<file path="src/rtl/alu_issue_stage.sv">
// ID/EX register feeding the ALU: opcode->select decode, operand B mux, optional forwarding (ALU_ISSUE_FWD_EN).
// Latency: 1 cycle from accepted input to out_valid.
// Backpressure: single entry; in_ready drops while held and not drained, on load-use stall, on flush, or in reset.
module alu_issue_stage #(
  parameter int word_size     = 16,
  parameter int op_size       = 4,
  parameter int reg_addr_size = 3,
  parameter int imm_size      = 8
) (
  input  logic                     clk,
  input  logic                     rst_n,
  input  logic                     flush,
  input  logic                     in_valid,
  output logic                     in_ready,
  input  logic [op_size-1:0]       in_opcode,
  input  logic [reg_addr_size-1:0] in_rs,
  input  logic [reg_addr_size-1:0] in_rt,
  input  logic [reg_addr_size-1:0] in_rd,
  input  logic [word_size-1:0]     in_rs_data,
  input  logic [word_size-1:0]     in_rt_data,
  input  logic [imm_size-1:0]      in_imm,
  output logic                     out_valid,
  input  logic                     out_ready,
  output logic [word_size-1:0]     alu_data_1,
  output logic [word_size-1:0]     alu_data_2,
  output logic [op_size-1:0]       alu_sel,
  output logic [word_size-1:0]     out_store_data,
  output logic [reg_addr_size-1:0] out_rd,
  output logic [op_size-1:0]       out_opcode,
  input  logic                     ex_mem_wen,
  input  logic                     ex_mem_is_load,
  input  logic [reg_addr_size-1:0] ex_mem_rd,
  input  logic [word_size-1:0]     ex_mem_data,
  input  logic                     mem_wb_wen,
  input  logic [reg_addr_size-1:0] mem_wb_rd,
  input  logic [word_size-1:0]     mem_wb_data
);

  localparam logic [op_size-1:0] OP_NONE = op_size'(0);
  localparam logic [op_size-1:0] OP_LW   = op_size'(1);
  localparam logic [op_size-1:0] OP_LB   = op_size'(2);
  localparam logic [op_size-1:0] OP_SW   = op_size'(3);
  localparam logic [op_size-1:0] OP_SB   = op_size'(4);
  localparam logic [op_size-1:0] OP_AND  = op_size'(5);
  localparam logic [op_size-1:0] OP_OR   = op_size'(6);
  localparam logic [op_size-1:0] OP_ADD  = op_size'(7);
  localparam logic [op_size-1:0] OP_SUB  = op_size'(8);
  localparam logic [op_size-1:0] OP_SLT  = op_size'(9);
  localparam logic [op_size-1:0] OP_BEQ  = op_size'(10);
  localparam logic [op_size-1:0] OP_ADDI = op_size'(12);

  logic                 stall;
  logic                 capture;
  logic [word_size-1:0] rs_op;
  logic [word_size-1:0] rt_op;
  logic [word_size-1:0] imm_sext;
  logic [word_size-1:0] nxt_data_1;
  logic [word_size-1:0] nxt_data_2;
  logic [op_size-1:0]   nxt_sel;

`ifdef ALU_ISSUE_FWD_EN
  // Operand sourcing with forwarding: EX/MEM beats MEM/WB beats register file; r0 is always zero.
  always_comb begin
    rs_op = in_rs_data;
    rt_op = in_rt_data;
    stall = 1'b0;
    if (in_rs == '0) begin
      rs_op = '0;
    end else if (ex_mem_wen && (ex_mem_rd == in_rs)) begin
      rs_op = ex_mem_data;
      stall = ex_mem_is_load;
    end else if (mem_wb_wen && (mem_wb_rd == in_rs)) begin
      rs_op = mem_wb_data;
    end
    if (in_rt == '0) begin
      rt_op = '0;
    end else if (ex_mem_wen && (ex_mem_rd == in_rt)) begin
      rt_op = ex_mem_data;
      stall = stall | ex_mem_is_load;
    end else if (mem_wb_wen && (mem_wb_rd == in_rt)) begin
      rt_op = mem_wb_data;
    end
  end
`else
  // Forwarding sources are ignored in this build; fold them into a sink so they are visibly unused.
  logic unused_fwd;
  assign unused_fwd = ^{ex_mem_wen, ex_mem_is_load, ex_mem_rd, ex_mem_data,
                        mem_wb_wen, mem_wb_rd, mem_wb_data};

  // Operand sourcing straight from the register file; r0 is always zero.
  always_comb begin
    rs_op = (in_rs == '0) ? '0 : in_rs_data;
    rt_op = (in_rt == '0) ? '0 : in_rt_data;
    stall = 1'b0;
  end
`endif

  assign imm_sext = {{(word_size-imm_size){in_imm[imm_size-1]}}, in_imm};

  // Opcode decode: ALU select code and operand pair for the incoming instruction.
  always_comb begin
    nxt_sel    = OP_NONE;
    nxt_data_1 = '0;
    nxt_data_2 = '0;
    case (in_opcode)
      OP_LW, OP_LB, OP_SW, OP_SB, OP_ADDI: begin
        nxt_sel    = OP_ADD;
        nxt_data_1 = rs_op;
        nxt_data_2 = imm_sext;
      end
      OP_AND, OP_OR, OP_ADD, OP_SUB, OP_SLT: begin
        nxt_sel    = in_opcode;
        nxt_data_1 = rs_op;
        nxt_data_2 = rt_op;
      end
      OP_BEQ: begin
        nxt_sel    = OP_SUB;
        nxt_data_1 = rs_op;
        nxt_data_2 = rt_op;
      end
      default: begin
        nxt_sel    = OP_NONE;
        nxt_data_1 = '0;
        nxt_data_2 = '0;
      end
    endcase
  end

  assign in_ready = rst_n & (~out_valid | out_ready) & ~stall & ~flush;
  assign capture  = in_valid & in_ready;

  // Single-entry pipeline register: reset, then flush, then capture, then drain.
  always_ff @(posedge clk) begin
    if (!rst_n) begin
      out_valid      <= 1'b0;
      alu_data_1     <= '0;
      alu_data_2     <= '0;
      alu_sel        <= '0;
      out_store_data <= '0;
      out_rd         <= '0;
      out_opcode     <= '0;
    end else if (flush) begin
      out_valid <= 1'b0;
    end else if (capture) begin
      out_valid      <= 1'b1;
      alu_data_1     <= nxt_data_1;
      alu_data_2     <= nxt_data_2;
      alu_sel        <= nxt_sel;
      out_store_data <= rt_op;
      out_rd         <= in_rd;
      out_opcode     <= in_opcode;
    end else if (out_ready) begin
      out_valid <= 1'b0;
    end
  end

endmodule

</file>
<file path="config.mk">
export PLATFORM = sky130hd
export DESIGN_NAME = alu_issue_stage
export DESIGN_NICKNAME = d
export VERILOG_FILES = /design/src/rtl/alu_issue_stage.sv
export SDC_FILE = /design/constraint.sdc
export NUM_CORES = 1
export LEC_CHECK = 0
export BUFFER_PORTS_ARGS = -buffer_cell sky130_fd_sc_hd__buf_2
export CAP_MARGIN = 15
export CORE_MARGIN = 3
export CORE_UTILIZATION = 42
export DETAILED_ROUTE_END_ITERATION = 12
export PLACE_DENSITY = 0.88
export SLEW_MARGIN = 30
export SYNTH_ARGS = -nofsm -noshare
export SYNTH_HDL_FRONTEND = slang
export SYNTH_SLANG_ARGS = --single-unit
</file>
<file path="constraint.sdc">
create_clock -name clk -period 1.7 [get_ports clk]
set_input_delay 0.085 -clock clk [delete_from_list [all_inputs] [get_ports clk]]
set_output_delay 0.085 -clock clk [all_outputs]
set_load 0.05 [all_outputs]
</file>
== Yosys cells after proc, flatten, opt, wreduce, memory -nomap -nowiden ==
Index checks and enable logic that the tools add are counted.

* Bits of input ports: 99
* Bits in registers: 60
* Output and inout port bits: 61

* Bitwise operators: 7
* Multiplexer cells: 7
* Eq/ne operators: 11
* Reduce and logical (&&, ||, !) cells: 9

{| class="wikitable"
|+ Operators with widths
! cell !! number
|-
| 2-to-1 mux 16 bit || 3
|-
| case mux 16 bit (2 select lines) || 1
|-
| equality test 4 x 3 -> 1 bit, second input constant || 4
|-
| equality test 4 bit, second input constant || 4
|-
| case mux 4 bit (3 select lines) || 1
|-
| OR reduction 11 bit || 1
|-
| OR reduction 5 bit || 2
|-
| equality test 4 x 2 -> 1 bit, second input constant || 2
|-
| logical NOT 3 bit || 2
|-
| OR reduction 6 bit || 1
|-
| equality test 4 x 1 -> 1 bit, second input constant || 1
|-
| bitwise AND 1 bit || 3
|-
| NOT 1 bit || 3
|-
| 2-to-1 mux 1 bit || 2
|-
| AND reduction 2 bit || 1
|-
| nonzero test 2 bit || 1
|-
| OR reduction 2 bit || 1
|-
| OR 1 bit || 1
|}

== Logic depth before layout (Yosys ltp) ==
Gate-level depths: netlist of the first run.

* Depth after elaboration: 6
* Mapped depth: 7
* Mapped depth without buffers: 4

== Worst setup path after synthesis of the first run ==
No wires, ideal clock.

* Path type: register to register
* From: register out_valid
* To: register alu_sel[2]
* Path buffers: 3
* Path slack: 0.055 ns
* Cell stages (with the launch flop): 7
* Period minus slack after synthesis: 1.645 ns
* Arrival: 1.554 ns
* Setup time: 0.091 ns
* Data required time: 1.609 ns
* Path through: dfxtp_1 > nand2b_1 > and3_1 > buf_4 > buf_6 > buf_2 > a311oi_1

* Longest elaborated chain between the ends: 6

{| class="wikitable"
|+ RTL lines
! item !! line !! source
|-
| from (decl) || 22 || <nowiki>output logic out_valid,</nowiki>
|-
| from (signal assigned) || 135 || <nowiki>out_valid <= 1'b0;</nowiki>
|-
| from (signal assigned) || 143 || <nowiki>out_valid <= 1'b0;</nowiki>
|-
| from (signal assigned) || 145 || <nowiki>out_valid <= 1'b1;</nowiki>
|-
| NOT 1 bit || 129 || <nowiki>assign in_ready = rst_n & (~out_valid | out_ready) & ~stall & ~flush;</nowiki>
|-
| OR 1 bit || 129 ||
|-
| bitwise AND 1 bit (2 in a row) || 129 ||
|-
| bitwise AND 1 bit || 130 || <nowiki>assign capture = in_valid & in_ready;</nowiki>
|-
| AND reduction 2 bit (no line) || -- ||
|-
| to (signal assigned) || 148 || <nowiki>alu_sel <= nxt_sel;</nowiki>
|-
| to (decl) || 26 || <nowiki>output logic [op_size-1:0] alu_sel,</nowiki>
|}

No other way between the ends.
A chain may end at the register's enable or synchronous reset.

== Worst setup path in the final report of the first run ==
* From: register out_valid
* To: register alu_data_2[3]

* Longest elaborated chain between the ends: 6

{| class="wikitable"
|+ RTL lines
! item !! line !! source
|-
| NOT 1 bit || 129 ||
|-
| OR 1 bit || 129 ||
|-
| bitwise AND 1 bit (2 in a row) || 129 ||
|-
| bitwise AND 1 bit || 130 ||
|-
| AND reduction 2 bit (no line) || -- ||
|-
| to (signal assigned) || 147 || <nowiki>alu_data_2 <= nxt_data_2;</nowiki>
|-
| to (decl) || 25 || <nowiki>output logic [word_size-1:0] alu_data_2,</nowiki>
|}

No other way between the ends.

==> results by group, run 1 <==
Critical path
  – Worst EP required: 1.95 ns
  – Startpoint types: flop
  – RR Startpoint: out_valid
  – Crit path cell chain: nand2b_1 -> and3_2 -> buf_4 -> nand4_1 -> a31oi_1
  – Crit. End Element: flop
  – Crit-path max cell delay: a little over 0.3 ns
  – WP data arrival: between 1.5 and 2 ns
  – Worst reg2reg setup slack: between 0.3 and 0.4 ns
  – Critical Path Start: out_valid
  – Crit Path Class: flop to flop
  – Slowest-stage cell, CP: dfxtp_1
  – Critical Path Fanout Max: 27

Status
  – Status: finished clean

Logic synthesis
  – Post-synthesis cell area: roughly 2500 um2
  – Post-Syn Area per Cell: around 8.4 um2
  – Seq/Total Area, Yosys: 0.4827
  – Cells after Synth: 296
  – Top FF cell, synth: dfxtp_1
  – Warnings from Yosys: 0
  – Area leader, netlist: dfxtp_1
  – Synth area leaders: dfxtp_1 (48%), a21oi_1 (10%), nand2_1 (8.1%), nand3_1 (6.8%), o2111ai_1 (5.6%)
  – Synth Register Bits: 60
  – Async S/R FF share, synth: 0
  – Count of flip-flops with a built-in enable after synthesis: 0
  – Area share of the largest cell type after synthesis: 0.4827
  – Unique masters post-synth: 32
  – Synth Net Count: a little under 400

Cells and area
  – Post-layout util: 0.5848
  – Syn-to-layout area delta: 31.77%
  – Fillers: 540
  – ANT cells: 0
  – Layout Nets: 502
  – Fraction of layout cells with a size suffix above 1: 0.3627

Clock network
  – CTS tree: done
  – H-tree level count: 3
  – Resized Gates After CTS: 0
  – CTS sink cnt: 60
  – Worst-path clk slew: ~0.06 ns
  – Number of setup buffers added after CTS: 0
  – Skew-Pair Late Insertion Delay: ~0.32 ns
  – Clock root buffer: clkbuf_8
  – Max Root-Sink Buffers: 2
  – CTS Buf Count: 9

Placed design
  – Count of input and output buffers: between 100 and 150
  – Dpl hpwl: about 4800 um
  – Global placement routability congestion: between 0.8 and 0.9
  – Setup WS pre-CTS: 0.1735 ns

Hold path
  – Worst hold start: in_rd[0]
  – Min-delay worst type: primary input to flop

Floorplanning
  – Initial Util: 0.4438
  – Chip width: ~83 um
  – Die H: between 80 and 90 um
  – Core Area: 5608 um2
  – Boundary Pins: 160
  – Floorplan row count: 27
  – DIE AREA: a little under 7000 um2

STA
  – Worst Tran Pin Value: between 0.6 and 0.7 ns
  – Max Freq: 734.1 MHz
  – Final setup vio count: 0
  – Final Max Tran Viols: 0
  – Final period util: 0.8013
  – Final hold violations: 0
  – RSZ-0062 raised after global routing: no
  – Setup Skew: about 0.0035 ns
  – Slew margin rel.: 0.5319
  – Setup WS post-layout: 0.3378 ns
  – Min cycle time layout: 1.362 ns
  – Setup TNS after final layout: 0 ns

Route
  – DR vias: 2559
  – First-pass DRT Iterations: 4
  – WL/cell: roughly 14 um
  – Aggregate routed wire length: approximately 6800 um
  – Vias per std cell: roughly 5.3
  – Detail Route Antenna Nets: 0
  – DRC errors left: 0
  – First DRT Iteration DRCs: 170

Global routing
  – First-pass GRT wire length: 11150 um
  – Initial antenna violation count: 0
  – Global Route Usage Sum: 0.1955
  – Vias in the first global route: between 2000 and 2500
  – Grt ovf: 0
  – Pin count of the biggest net entering global routing: 43

Power and ir drop
  – Max VDD drop: 0.0005090 V
  – Power Density: 992.4 nW/um2
  – Leak: 1.431 nW

Run
  – Max Cap Violations: 0
[per-stage QoR]
step	hold slack (ns)	power [mW]	instance area, um2	instances
2_1_floorplan	0.2210	1.867	2489	296
3_3_place_gp	0.3311	2.006	3057	462
3_5_place_dp	0.3403	2.017	3057	462
4_1_cts	0.0003415	3.296	3279	480
5_1_grt	0.003819	3.422	3279	480
6_report	0.009819	3.255	3279	480
[repair_timing]
action | 4_1_cts | 5_1_grt
hold buffers | 2 | 0
hold endpoints to repair | 2 | 0
endpoints found under the setup margin | 0 | 0
[Yosys cell counts (all sizes together) (3+ instances only)]
cell     number
dfxtp        60
nand2        54
a21oi        53
nand3        34
buf          16
clkbuf       16
o2111ai      16
o21ai        13
a31oi         8
nand4         7
inv           3
[area by class of cell]
class | instances | area (um2) | area share
timing repair buffer | 128 | 695.7 | 0.2121
multi-input combinational | 201 | 1079 | 0.3289
inverter | 3 | 11.26 | 0.003434
clock buffer | 12 | 155.1 | 0.04731
sequential | 60 | 1201 | 0.3663
clock inverter | 4 | 47.55 | 0.01450
tap | 72 | 90.09 | 0.02747
[layout by cell type (no fill, tap or decap), types with 2 or more instances in the layout]
| master | n |
|---|---|
| buf_12 | 2 |
| nand3_1 | 33 |
| clkbuf_8 | 11 |
| clkinv_2 | 2 |
| dlygate4sd3_1 | 2 |
| inv_1 | 3 |
| nand2_1 | 54 |
| buf_2 | 118 |
| o2111ai_1 | 16 |
| dfxtp_1 | 60 |
| a21oi_1 | 52 |
| nand4_1 | 7 |
| o21ai_0 | 12 |
| or3_1 | 2 |
| a31oi_1 | 8 |
| buf_4 | 6 |
[sequential cells by signal (all words and copies together) (netlist names)]
name	count
alu_sel	4
out_valid	1
out_opcode	4
alu_data_1	16
out_store_data	16
out_rd	3
alu_data_2	16
[critical path: cells and delay by family, from the launching register on]
kind / cells / cell delay, ns
AND/OR/NAND/NOR: 3 / 0.52
AO/OA/AOI/OAI: 1 / 0.19
buffers and inverters: 1 / 0.27
flip-flops: 1 / 0.31
[path summary, 6_finish.rpt]
check,depth (start not counted),to
min reg2reg,2,out_opcode[2]
max,5,alu_data_2[3]
min,3,out_rd[0]
max reg2reg,5,alu_data_2[3]
[where the power goes]
group,internal (mW),switching [mW],leakage (nW)
clock network,0.752,0.513,0.102
registers,1.45,0.0226,0.487
logic,0.149,0.365,0.842
[cell families (layout without fill, tap and decap cells)]
logic type | Yosys count | count (layout) | synth area share
simple gates | 104 | 104 | 0.1926
compound gates | 95 | 95 | 0.2303
flops | 60 | 60 | 0.4827
buf+inv | 35 | 147 | 0.08647
xor+xnor | 1 | 1 | 0.003520
mux | 1 | 1 | 0.004525
[per-layer routing]
metal  up-vias  GRT usage  part of all wire
met3        11    0.04464             0.076
met1      1174     0.2390              0.41
met5         -          0                 0
met4         0    0.08767             0.019
li1       1270          -                 -
met2       104     0.3265              0.50
Power figures use the tool's default switching activity.
==> inputs of run 2 (changes only) <==
clock period = 1.4 ns   (was 1.7 ns; I/O delays follow)
==> run 2 against run 1 <==
Sequential power rose by 21%. First-iteration DRC count decreased by 31%. Power is 21% higher. Cell count rose by 3.8%. Largest power group unchanged. Combinational power increased by 31%. Clock power grew 17%. Sequential share of layout area shrank 1.8 points. Register-to-register slack got worse by 0.24 ns. Global-route usage grew 0.56 points. Critical path type unchanged.
==> results by group, run 2 (synthesis results as in run 1) <==
Placed design
  – Global placement routability congestion: about 0.83
  – Count of input and output buffers: ~120
  – Setup WS pre-CTS: -0.06741 ns
  – Placed Area: approximately 3100 um2
  – Dpl hpwl: approximately 4900 um

Global routing
  – Grt ovf: 0
  – Gr busiest metal: met2
  – Routing usage on met1: 0.2365
  – Vias in the first global route: between 2000 and 2500
  – Global Route met2 Usage: 0.3389
  – Initial antenna violation count: 0
  – Pin count of the biggest net entering global routing: 33
  – First-pass GRT wire length: around 11000 um
  – Met3 Track Usage GR: 0.05060
  – Global Route Usage Sum: 0.2010

Power and ir drop
  – Internal Power: 2.795 mW
  – Power Density: ~1100 nW/um2
  – Net Sw Power: between 1 and 1.5 mW
  – Combinational Power Share: 0.171
  – Leak: 1.506 nW
  – Sequential share of power: 0.454
  – Max VDD drop: around 0.0007 V
  – Sw frac: 0.2917
  – Overall Power: 3.946 mW
  – Clock group share of total power: 0.376

Cells and area
  – Syn-to-layout area delta: 39.17%
  – Commonest non-fill, non-tap cells in the layout: buf_2 (118), dfxtp_1 (59), nand2_1 (54)
  – Commonest non-fill, non-tap cell in the layout: buf_2
  – ANT cells: 0
  – Fraction of layout cells with a size suffix above 1: 0.3592
  – Layout Nets: between 500 and 600
  – Post-layout util: 0.6176
  – Regs by FF count: alu_data_1 x16, alu_data_2 x16, out_store_data x16
  – Fin area: around 3500 um2

Run
  – Max Cap Violations: 0

Route
  – Vias per std cell: roughly 5.2
  – Aggregate routed wire length: approximately 7000 um
  – First-pass DRT Iterations: 4
  – WL/cell: around 14 um
  – First DRT Iteration DRCs: between 100 and 150
  – Detail Route Antenna Nets: 0
  – DRC errors left: 0
  – DR vias: ~2600

Critical path
  – Slowest-stage cell, CP: dfxtp_4
  – Startpoint types: flop
  – Crit path cell chain: nand2b_1 -> and3_4 -> buf_12 -> o2111ai_1 -> a21oi_1
  – WP data arrival: around 1.6 ns
  – Crit. End Element: flop
  – Critical Path Fanout Max: 22
  – Worst EP required: 1.66 ns
  – Crit-path max cell delay: around 0.34 ns
  – Crit Path Class: flop to flop

Floorplanning
  – DIE AREA: approximately 6900 um2
  – Boundary Pins: 160
  – Initial Util: 0.4438
  – Core Area: around 5600 um2
  – Die H: around 83 um
  – Floorplan row count: 27
  – Chip width: a little over 80 um

STA
  – Setup TNS after final layout: 0 ns
  – Final hold violations: 0
  – RSZ-0062 raised after global routing: yes
  – Setup WS post-layout: ~0.099 ns
  – Slew margin rel.: 0.5435
  – Final Max Tran Viols: 0
  – Worst Tran Pin Value: 0.6821 ns
  – Min cycle time layout: between 1 and 1.5 ns
  – Max Freq: between 700 and 800 MHz
  – Setup Skew: between 0.007 and 0.008 ns
  – Final setup vio count: 0
  – Final period util: 0.9292

Clock network
  – CTS Buf Count: 9
  – CTS tree: done
  – Skew-Pair Late Insertion Delay: between 0.3 and 0.4 ns
  – Worst-path clk slew: ~0.07 ns
  – Clock root buffer: clkbuf_8
  – CTS sink cnt: 60
  – H-tree level count: 3
  – Max Root-Sink Buffers: 2

Status
  – Status: finished clean

Hold path
  – Min-delay worst type: primary input to flop
==> run 2: power groups by stage <==
stage          combinational (mW)  sequential [mW]  clock (mW)
2_1_floorplan               0.242             2.02           0
3_3_place_gp                0.622             1.83           0
3_5_place_dp                0.632             1.83           0
4_1_cts                     0.671             1.79        1.53
5_1_grt                     0.721             1.80        1.61
6_report                    0.674             1.79        1.48
==> run 2: worst max-delay path: cells and delay by family (launching register included) <==
kind / cells / cell delay, ns
buffers and inverters: 1 / 0.17
DFF: 1 / 0.34
AOI/OAI and AO/OA: 2 / 0.30
and+or+nand+nor: 2 / 0.42
==> run 2: final timing paths <==
path,from,to,slack [ns],cells after the start
worst max-delay path,out_valid,alu_data_1[15],0.1,5
worst min-delay path,in_rs_data[6],alu_data_1[6],0.01,3
worst max register to register,out_valid,alu_data_1[15],0.1,5
worst min register to register,out_store_data[15],out_store_data[15],0.45,2
==> run 2: per-stage QoR <==
step / instances / hold slack (ns)
5_1_grt: 498 / 0.01093
3_5_place_dp: 465 / 0.3208
6_report: 498 / 0.01109
2_1_floorplan: 296 / 0.1978
3_3_place_gp: 465 / 0.3131
4_1_cts: 498 / 0.001133
==> run 2: layout make-up <==
cell class,instances,area (um2)
Clock buffer,9,123.9
Inverter,3,11.26
Sequential cell,60,1205
Multi-Input combinational cell,201,1082
Timing Repair Buffer,146,884.6
Clock inverter,7,66.31
Tap cell,72,90.09
Fill cell,507,2145
==> run 2: repair_timing <==
| item | in CTS | in global routing |
|---|---|---|
| hold endpoints to repair | 17 | 0 |
| resized for setup | 0 | 2 |
| setup endpoints to repair | 0 | 26 |
| hold buffers | 17 | 0 |
| buffers inserted | 0 | 0 |
==> run 2: metal layers <==
metal | vias up | routed length [um]
met4 | 0 | 172
li1 | 1305 | -
met5 | - | 0
met1 | 1175 | 2907
met2 | 117 | 3500
met3 | 15 | 506
==> inputs of run 3 (changes only) <==
RECOVER_POWER = 25   (was not set)
==> run 3 against run 2 <==
Sequential power is essentially flat. Critical path type unchanged. Clock skew is essentially flat. Critical endpoint unchanged. Cell count is the same. Wire length grew 0.52%. Clock-buffer cell count is the same. Power shrank 0.17%. Core utilization shrank 0.62 points. Worst hold slack is essentially flat. Via count grew 0.34%. Critical path depth is the same. Clock power is essentially flat. Sequential share of layout area grew 0.36 points.
==> results by group, run 3 (synthesis results as in run 1) <==
Status
  – Status: finished clean

Global routing
  – Grt ovf: 0
  – Routing usage on met1: 0.2365
  – Pin count of the biggest net entering global routing: 33
  – Met3 Track Usage GR: 0.05060
  – First-pass GRT wire length: roughly 11000 um
  – Global Route met2 Usage: 0.3389
  – Gr busiest metal: met2
  – Global Route Usage Sum: 0.2010
  – Vias in the first global route: about 2500
  – Initial antenna violation count: 0

STA
  – Min cycle time layout: 1.300 ns
  – RSZ-0062 raised after global routing: yes
  – Final hold violations: 0
  – Worst Tran Pin Value: ~0.67 ns
  – Final Max Tran Viols: 0
  – Final period util: 0.9288
  – Setup Skew: just under 0.008 ns
  – WHS: 0.01106 ns
  – Final setup vio count: 0
  – Max Freq: around 770 MHz
  – Slew margin rel.: 0.5523

Critical path
  – WP data arrival: about 1.6 ns
  – Startpoint types: flop
  – Crit Path Class: flop to flop
  – Crit. End Element: flop
  – Crit-path max cell delay: approximately 0.34 ns
  – Crit path cell chain: nand2b_1 -> and3_4 -> buf_12 -> o2111ai_1 -> a21oi_1
  – Slowest-stage cell, CP: dfxtp_4
  – Critical Path Fanout Max: 22
  – Worst EP required: 1.66 ns

Route
  – DRC errors left: 0
  – DR vias: about 2600
  – First DRT Iteration DRCs: around 130
  – Aggregate routed wire length: between 7000 and 8000 um
  – Detail Route Antenna Nets: 0
  – Vias per std cell: around 5.3
  – WL/cell: about 14 um
  – First-pass DRT Iterations: 4

Cells and area
  – Commonest non-fill, non-tap cell in the layout: buf_2
  – Syn-to-layout area delta: 37.76%
  – Layout Nets: 520
  – Fraction of layout cells with a size suffix above 1: 0.2934
  – Regs by FF count: alu_data_1 x16, alu_data_2 x16, out_store_data x16
  – ANT cells: 0
  – Post-layout util: 0.6113
  – Fillers: 521
  – Commonest non-fill, non-tap cells in the layout: buf_2 (90), dfxtp_1 (59), nand2_1 (54)

Placed design
  – Dpl hpwl: slightly below 5000 um
  – Global placement routability congestion: between 0.8 and 0.9
  – Count of input and output buffers: 118

Clock network
  – CTS tree: done
  – CTS Buf Count: 9
  – CTS sink cnt: 60
  – H-tree level count: 3
  – Clock root buffer: clkbuf_8
  – Max Root-Sink Buffers: 2
  – Skew-Pair Late Insertion Delay: between 0.3 and 0.4 ns
  – Worst-path clk slew: around 0.070 ns

Floorplanning
  – Chip width: about 83 um
  – Boundary Pins: 160
  – DIE AREA: 6885 um2
  – Core Area: roughly 5600 um2
  – Floorplan row count: 27
  – Die H: 82.98 um
  – Initial Util: 0.4438

Power and ir drop
  – Leak: approximately 1.4 nW
  – Max VDD drop: ~0.00073 V
  – Power Density: 1149 nW/um2

Hold path
  – Min-delay worst type: primary input to flop

Run
  – Max Cap Violations: 0
[run 3: changes by cell type in the layout (fill, tap and decap cells not counted), sizes merged]
| cell | before | now |
|---|---|---|
| buf | 129 | 101 |
| clkbuf | 9 | 37 |
[run 3: final cells by class]
cell class	instances	area, um2	share of cell area
Inverter	3	11.26	0.003285
Tap cell	72	90.09	0.02628
Multi-Input combinational cell	201	1082	0.3157
Sequential cell	60	1205	0.3515
Clock inverter	7	66.31	0.01934
Clock buffer	9	123.9	0.03613
Timing Repair Buffer	146	849.6	0.2478
[run 3: through the flow]
step                      total power, mW    TNS [ns]  setup WS [ns]  cell area, um2  cells
final                               3.939           0        0.09974            3428    498
after global placement              2.448     -0.2749       -0.04002            3095    465
after detailed placement            2.460     -0.6332       -0.06741            3095    465
after global routing                4.116  -0.0009416     -0.0009416            3428    498
after CTS                           3.987           0        0.03809            3456    498
after floorplan                     2.267           0        0.01400            2492    296
[run 3: critical path, delay by kind of cell, from the launching register on]
family | cells | cell delay, ns
simple gates | 2 | 0.42
flops | 1 | 0.34
compound gates | 2 | 0.30
buf+inv | 1 | 0.17
[run 3: worst paths after layout]
| kind | startpoint | end | slack, ns | cells after the start |
|---|---|---|---|---|
| worst min register to register | out_store_data[15] | out_store_data[15] | 0.45 | 2 |
| worst max-delay path | out_valid | alu_data_1[15] | 0.1 | 5 |
| worst max register to register | out_valid | alu_data_1[15] | 0.1 | 5 |
| worst min-delay path | in_rs_data[6] | alu_data_1[6] | 0.01 | 3 |
[run 3: repair_timing]
action / in CTS / in global routing
setup buffers: 0 / 0
endpoints found under the hold margin: 17 / 0
setup endpoints to repair: 0 / 26
hold buffers: 17 / 0
resized for setup: 0 / 2
[run 3: routing by layer]
| layer | share of wire | up-vias |
|---|---|---|
| li1 | - | 1306 |
| met2 | 0.50 | 104 |
| met3 | 0.066 | 15 |
| met5 | 0 | - |
| met4 | 0.024 | 0 |
| met1 | 0.41 | 1196 |
[run 3: report_power, final]
| group | internal, mW | switching [mW] |
|---|---|---|
| sequential | 1.76 | 0.0281 |
| clock | 0.812 | 0.670 |
| combinational | 0.213 | 0.453 |
| total | 2.79 | 1.15 |
